`config.mk`:
```
export PLATFORM = sky130hd
export DESIGN_NAME = systolic_ctrl
export DESIGN_NICKNAME = d
export VERILOG_FILES = /design/src/rtl/systolic_pkg.sv /design/src/rtl/systolic_skew.sv /design/src/rtl/systolic_ctrl.sv
export SDC_FILE = /design/constraint.sdc
export NUM_CORES = 1
export LEC_CHECK = 0
export CAP_MARGIN = 40
export CORE_AREA = 10 10 84 86
export DETAILED_ROUTE_END_ITERATION = 16
export DIE_AREA = 0 0 94 96
export HOLD_SLACK_MARGIN = 0.03
export PLACE_DENSITY = 0.8
export SYNTH_ARGS = -nofsm -noshare
export SYNTH_HDL_FRONTEND = slang
export SYNTH_SLANG_ARGS = --single-unit
```
`constraint.sdc`:
```
create_clock -name clk -period 11.2 [get_ports clk]
set_input_delay 1.12 -clock clk [delete_from_list [all_inputs] [get_ports clk]]
set_output_delay 1.12 -clock clk [all_outputs]
set_load 0.01 [all_outputs]
```
`src/rtl/systolic_pkg.sv`:
```
// Shared types and defaults for the systolic array sequencer (systolic_ctrl).
package systolic_pkg;

    typedef enum logic [2:0] {
        S_IDLE  = 3'd0,
        S_CLEAR = 3'd1,
        S_FEED  = 3'd2,
        S_DRAIN = 3'd3,
        S_DONE  = 3'd4
    } state_t;

    localparam int N_DEF         = 4;
    localparam int K_MAX_DEF     = 16;
    localparam int DRAIN_CYC_DEF = 2 * N_DEF;

    localparam int IDX_W  = $clog2(K_MAX_DEF);
    localparam int KLEN_W = $clog2(K_MAX_DEF + 1);

endpackage

```
`src/rtl/systolic_skew.sv`:
```
// Combinational skew generator for one edge of the grid: lane g is fed
// during steps g .. g+k_len-1 with k-index t-g.
module systolic_skew #(
    parameter int N  = 4,
    parameter int IW = 4,
    parameter int KW = 5,
    parameter int TW = 5
) (
    input  logic [TW-1:0]   t_i,
    input  logic [KW-1:0]   k_len_i,
    input  logic            en_i,
    output logic [N-1:0]    vld_o,
    output logic [N*IW-1:0] idx_o
);

    for (genvar g = 0; g < N; g++) begin : g_lane
        logic [TW:0] t_ext;
        logic [TW:0] k_ext;
        logic [TW:0] rel;
        logic        hit;

        // One extra bit keeps t-g from wrapping into a false hit before lane start.
        assign t_ext = {1'b0, t_i};
        assign k_ext = (TW + 1)'(k_len_i);
        assign rel   = t_ext - (TW + 1)'(g);
        assign hit   = en_i && (t_ext >= (TW + 1)'(g)) && (rel < k_ext);

        assign vld_o[g]           = hit;
        assign idx_o[g*IW +: IW]  = hit ? rel[IW-1:0] : '0;
    end

endmodule

```
`src/rtl/systolic_ctrl.sv`:
```
// Sequencer for an N x N systolic grid: clear, skewed operand feed, drain, done.
// Optional SYSTOLIC_CTRL_PERF_EN adds perf_cycles (busy cycles of last completed job).
module systolic_ctrl
    import systolic_pkg::*;
#(
    parameter int DATA_SIZE = 8,
    parameter int N         = N_DEF,
    parameter int K_MAX     = K_MAX_DEF,
    parameter int DRAIN_CYC = DRAIN_CYC_DEF
) (
    input  logic                          clk,
    input  logic                          reset_n,
    input  logic                          start,
    input  logic [$clog2(K_MAX+1)-1:0]    k_len,
    input  logic                          abort,
    output logic                          busy,
    output logic                          done,
    output logic                          arr_clear,
    output logic [N-1:0]                  a_vld,
    output logic [N*$clog2(K_MAX)-1:0]    a_idx,
    output logic [N-1:0]                  b_vld,
    output logic [N*$clog2(K_MAX)-1:0]    b_idx,
    output logic                          res_capture
`ifdef SYSTOLIC_CTRL_PERF_EN
    ,
    output logic [31:0]                   perf_cycles
`endif
);

    localparam int IW = $clog2(K_MAX);
    localparam int KW = $clog2(K_MAX + 1);
    localparam int TW = $clog2(K_MAX + N);
    localparam int DW = $clog2(DRAIN_CYC + 1);

    if (DATA_SIZE < 1 || N < 1 || K_MAX < 2 || DRAIN_CYC < 1) begin : g_bad_cfg
        $error("systolic_ctrl: unsupported parameter combination");
    end

    state_t          state_q, state_d;
    logic [TW-1:0]   t_q, t_d;
    logic [KW-1:0]   klen_q, klen_d;
    logic [DW-1:0]   drain_q, drain_d;
    logic            abort_hit;
    logic [TW-1:0]   feed_last;
    logic            feed_en_d;
    logic [N-1:0]    a_vld_d, b_vld_d;
    logic [N*IW-1:0] a_idx_d, b_idx_d;

    // Modular add: N-2 may be -1 for a 1x1 grid, klen_q >= 1 whenever FEED is live.
    assign feed_last = TW'(klen_q) + TW'(N - 2);
    assign feed_en_d = (state_d == S_FEED);

    always_comb begin
        state_d   = state_q;
        t_d       = t_q;
        klen_d    = klen_q;
        drain_d   = drain_q;
        abort_hit = 1'b0;
        case (state_q)
            S_IDLE: begin
                if (start) begin
                    klen_d  = (k_len > KW'(K_MAX)) ? KW'(K_MAX) : k_len;
                    t_d     = '0;
                    state_d = S_CLEAR;
                end
            end
            S_CLEAR: begin
                t_d     = '0;
                state_d = (klen_q == '0) ? S_DONE : S_FEED;
            end
            S_FEED: begin
                if (t_q == feed_last) begin
                    drain_d = '0;
                    state_d = S_DRAIN;
                end else begin
                    t_d = t_q + TW'(1);
                end
            end
            S_DRAIN: begin
                if (drain_q == DW'(DRAIN_CYC - 1)) state_d = S_DONE;
                else                               drain_d = drain_q + DW'(1);
            end
            S_DONE:  state_d = S_IDLE;
            default: state_d = S_IDLE;
        endcase
        if (state_q != S_IDLE && abort) begin
            abort_hit = 1'b1;
            state_d   = S_IDLE;
        end
    end

    systolic_skew #(.N(N), .IW(IW), .KW(KW), .TW(TW)) u_row_skew (
        .t_i     (t_d),
        .k_len_i (klen_d),
        .en_i    (feed_en_d),
        .vld_o   (a_vld_d),
        .idx_o   (a_idx_d)
    );

    systolic_skew #(.N(N), .IW(IW), .KW(KW), .TW(TW)) u_col_skew (
        .t_i     (t_d),
        .k_len_i (klen_d),
        .en_i    (feed_en_d),
        .vld_o   (b_vld_d),
        .idx_o   (b_idx_d)
    );

    // Outputs are registered from next-state so each one lines up with its state cycle.
    always_ff @(posedge clk or negedge reset_n) begin
        if (!reset_n) begin
            state_q     <= S_IDLE;
            t_q         <= '0;
            klen_q      <= '0;
            drain_q     <= '0;
            busy        <= 1'b0;
            done        <= 1'b0;
            arr_clear   <= 1'b0;
            res_capture <= 1'b0;
            a_vld       <= '0;
            a_idx       <= '0;
            b_vld       <= '0;
            b_idx       <= '0;
        end else begin
            state_q     <= state_d;
            t_q         <= t_d;
            klen_q      <= klen_d;
            drain_q     <= drain_d;
            busy        <= (state_d != S_IDLE);
            done        <= (state_d == S_DONE);
            arr_clear   <= (state_d == S_CLEAR) || abort_hit;
            res_capture <= (state_d == S_DRAIN) && (drain_d == DW'(DRAIN_CYC - 1));
            a_vld       <= a_vld_d;
            a_idx       <= a_idx_d;
            b_vld       <= b_vld_d;
            b_idx       <= b_idx_d;
        end
    end

`ifdef SYSTOLIC_CTRL_PERF_EN
    logic [31:0] busy_cnt_q;
    logic [31:0] perf_q;

    always_ff @(posedge clk or negedge reset_n) begin
        if (!reset_n) begin
            busy_cnt_q <= '0;
            perf_q     <= '0;
        end else begin
            if (state_d == S_IDLE)      busy_cnt_q <= '0;
            else if (busy_cnt_q != '1)  busy_cnt_q <= busy_cnt_q + 32'd1;
            // Aborted jobs never reach DONE, so the last completed count is held.
            if (state_d == S_DONE)
                perf_q <= (busy_cnt_q == '1) ? '1 : busy_cnt_q + 32'd1;
        end
    end

    assign perf_cycles = perf_q;
`endif

endmodule

```
==> summary.md <==
| Metric | Value |
|---|---|
| CTS Buffer Depth | 2 |
| Hold Slack | 0.605 ns |
| Crit path DAT | 5.06 ns |
| Synth cell types | 64 |
| Clk_lat worst skew | 0.29 ns |
| Maxcap violations | 0 |
| CP max-delay cell | or4_1 |
| Yosys warns | 0 |
| Die H | 96 um |
| Worst Tran Pin Value | 0.787 ns |
| Most common cell after layout, fill and taps aside | clkdlybuf4s50_1 |
| Clk sinks | 41 |
| Pleak | 1.55 nW |
| Die area | 0.00902 mm2 |
| Initial antenna violation count | 0 |
| Placed insts | 385 |
| Post-CTS setup buffers | 0 |
| Vias in the first global route | 2203 |
| Worst setup endpoint | b_idx[6] |
| Slew headroom | 0.470 |
| CTS tree | yes |
| Ys async rst share | 1.00 |
| Cts hold-fix bufs | 0 |
| # port buffers | 52 |
| Hpwl dp | 5.34 mm |
| Layout Utilization | 0.624 |
| Metal1 wirelength | 2.83 mm |
| Tmin final | 4.83 ns |
| Peak VDD IR | 94.9 uV |
| RSZ-0062 raised after global routing | false |
| Initial Util | 0.531 |
| CP startpoint kind | register |
| CP dominant cell by count | ha_1 |
| Critical path, cell by cell | ha_1 -> xor2_1 -> or3_1 -> or3_4 -> o211ai_4 -> inv_2 -> ha_1 -> and2_1 -> a221o_2 -> xnor2_1 -> ha_1 -> or4_1 -> o41ai_4 -> a21boi_2 -> and2_1 |
| Resize count post-CTS | 0 |
| Rows | 27 |
| Number of enable flip-flop cells after synthesis | 0 |
| Share of cells above drive strength 1 | 0.115 |
| Design Power | 0.650 mW |
| Largest net degree at the start of global routing | 22 |
| Synth Cell Area | 0.00287 mm2 |
| Fmax | 207 MHz |
| Fin. max-slew vios | 0 |
| Final setup viols | 0 |
| Clock slew at reported path FFs | 0.08 ns |
| TNS Setup | 0 ns |
| CP required | 11.43 ns |
| WL met3 | 366 um |
| Fin nets | 355 |
| Final Skew | 0.00471 ns |
| Antenna Cells | 0 |
| Commonest register cell after synthesis | dfrtp_1 |
| CTS buffer count | 5 |
| CTS H-tree lvls | 2 |
| Post-route DRC | 0 |
| Most frequent cells in the layout | 51 x clkdlybuf4s50_1, 41 x dfrtp_1, 26 x ha_1 |
| HP Class | reg -> reg |
| FF-to-FF Start | klen_q[1] |
| Final ANT Viol Nets | 0 |
| I/O pin cnt | 53 |
| Grt total ovfl | 0 |
| Crit. Startpoint | klen_q[1] |
| Cells after synthesis | 288 |
| Number of synthesized register bits | 41 |
| Core Area | 0.00541 mm2 |
| Crit Path Max Fanout | 14 |
| Pre-Repair DR Iteration Count | 4 |
| Worst setup EP type | register |
| Total track usage | 0.152 |
| Root buf cell | clkbuf_8 |
| Vias/cell | 5.64 |
| Syn_nets | 323 |
| Status | complete, no violations |
| Sequential area share after synthesis | 0.358 |
| Reg-to-reg setup timing slack | 6.37 ns |
| Tcrit/Tclk final | 0.432 |
| Routability cong. | 0.923 |
| Reg2reg end | b_idx[6] |
| Fin cells | 393 |
| Worst Reg-to-Reg Cells | 15 |
| Routed WL | 6.65 mm |
| Initial DRC count | 211 |
| Die width | 94 um |
| Final hold vios | 0 |
| Synthesis-to-layout area growth | 17.7% |
| CP max stage delay | 0.53 ns |
| Met2 WL | 3.26 mm |
| Vias | 2218 |
| First-pass GRT wire length | 10.9 mm |
| Pwr dens | 193 mW/mm2 |
| Syn avg cell area | 9.96 um2 |
| Top Metal Used | met4 |
| Routed len/inst | 16.9 um |
| Critical path type | reg -> reg |
[cells by family after synthesis]
family	Yosys count	synth area share
AO/OA/AOI/OAI	69	0.201
XOR/XNOR	15	0.0537
adder cells (fa/ha/maj)	26	0.113
buffers and inverters	45	0.0951
flip-flops	41	0.358
multiplexers	2	0.00742
AND/OR/NAND/NOR	90	0.172
[cell type report]
class / instances / area [um2]
flip-flops and latches: 41 / 1030
multi-input cells: 202 / 1570
clock inverters: 2 / 10.0
clock buffers: 6 / 72.6
fillers: 438 / 2030
well taps: 72 / 90.1
repair buffers: 53 / 543
inverters: 17 / 63.8
[flip-flops by register name (all words and copies together), names as in the netlist]
register,cells
arr_clear,1
t_q,5
b_vld,4
done,1
klen_q,5
b_idx,16
busy,1
drain_q,4
res_capture,1
state_q,3
[Yosys cell counts, types with 4 or more instances]
master	number	area, um2
dfrtp_1	41	1030
ha_1	26	325
buf_4	21	158
nand2_1	19	71.3
nor2_1	17	63.8
inv_1	14	52.6
o21ai_0	12	60.1
a21o_1	9	67.6
nor3_1	9	45.0
and2_1	8	50.1
a21oi_1	7	35.0
nand3_1	7	35.0
xnor2_1	7	61.3
a211oi_1	6	45.0
o21a_1	5	37.5
xor2_1	5	43.8
or3_1	4	25.0
[metal layers]
layer / GRT usage / vias up
li1: - / 1077
met1: 0.183 / 1067
met2: 0.257 / 61
met3: 0.0319 / 13
met4: 0.0671 / 0
met5: 0 / -
[critical path, delay by kind of cell, from the launching register on]
family | cells | cell delay (ns)
flip-flops | 1 | 0.43
AO/OA/AOI/OAI | 4 | 1.38
buffers and inverters | 1 | 0.14
adder cells (fa/ha/maj) | 3 | 0.76
XOR/XNOR | 2 | 0.31
AND/OR/NAND/NOR | 5 | 1.77
[through the flow]
step                      worst slack [ns]  instance area (um2)
final                                 6.37                 3370
after global routing                  6.17                 3370
after CTS                             6.38                 3370
after detailed placement              6.26                 3290
after global placement                6.37                 3260
after floorplan                       6.79                 2870
[power breakdown]
group          internal [mW]  switching [mW]
clock                 0.0432          0.0479
sequential             0.172          0.0302
combinational          0.147           0.210
[worst min-delay path by stage]
| stage | startpoint | slack (ns) | depth (start not counted) | endpoint |
|---|---|---|---|---|
| final | drain_q[1] | 0.60 | 2 | drain_q[1] |
| after global placement | drain_q[1] | 0.57 | 2 | drain_q[1] |
| after floorplan | drain_q[3] | 0.53 | 1 | drain_q[3] |
| after detailed placement | drain_q[0] | 0.59 | 1 | drain_q[0] |
| after CTS | drain_q[1] | 0.60 | 2 | drain_q[1] |
| after global routing | drain_q[0] | 0.62 | 1 | drain_q[0] |
Power figures use the tool's default switching activity.
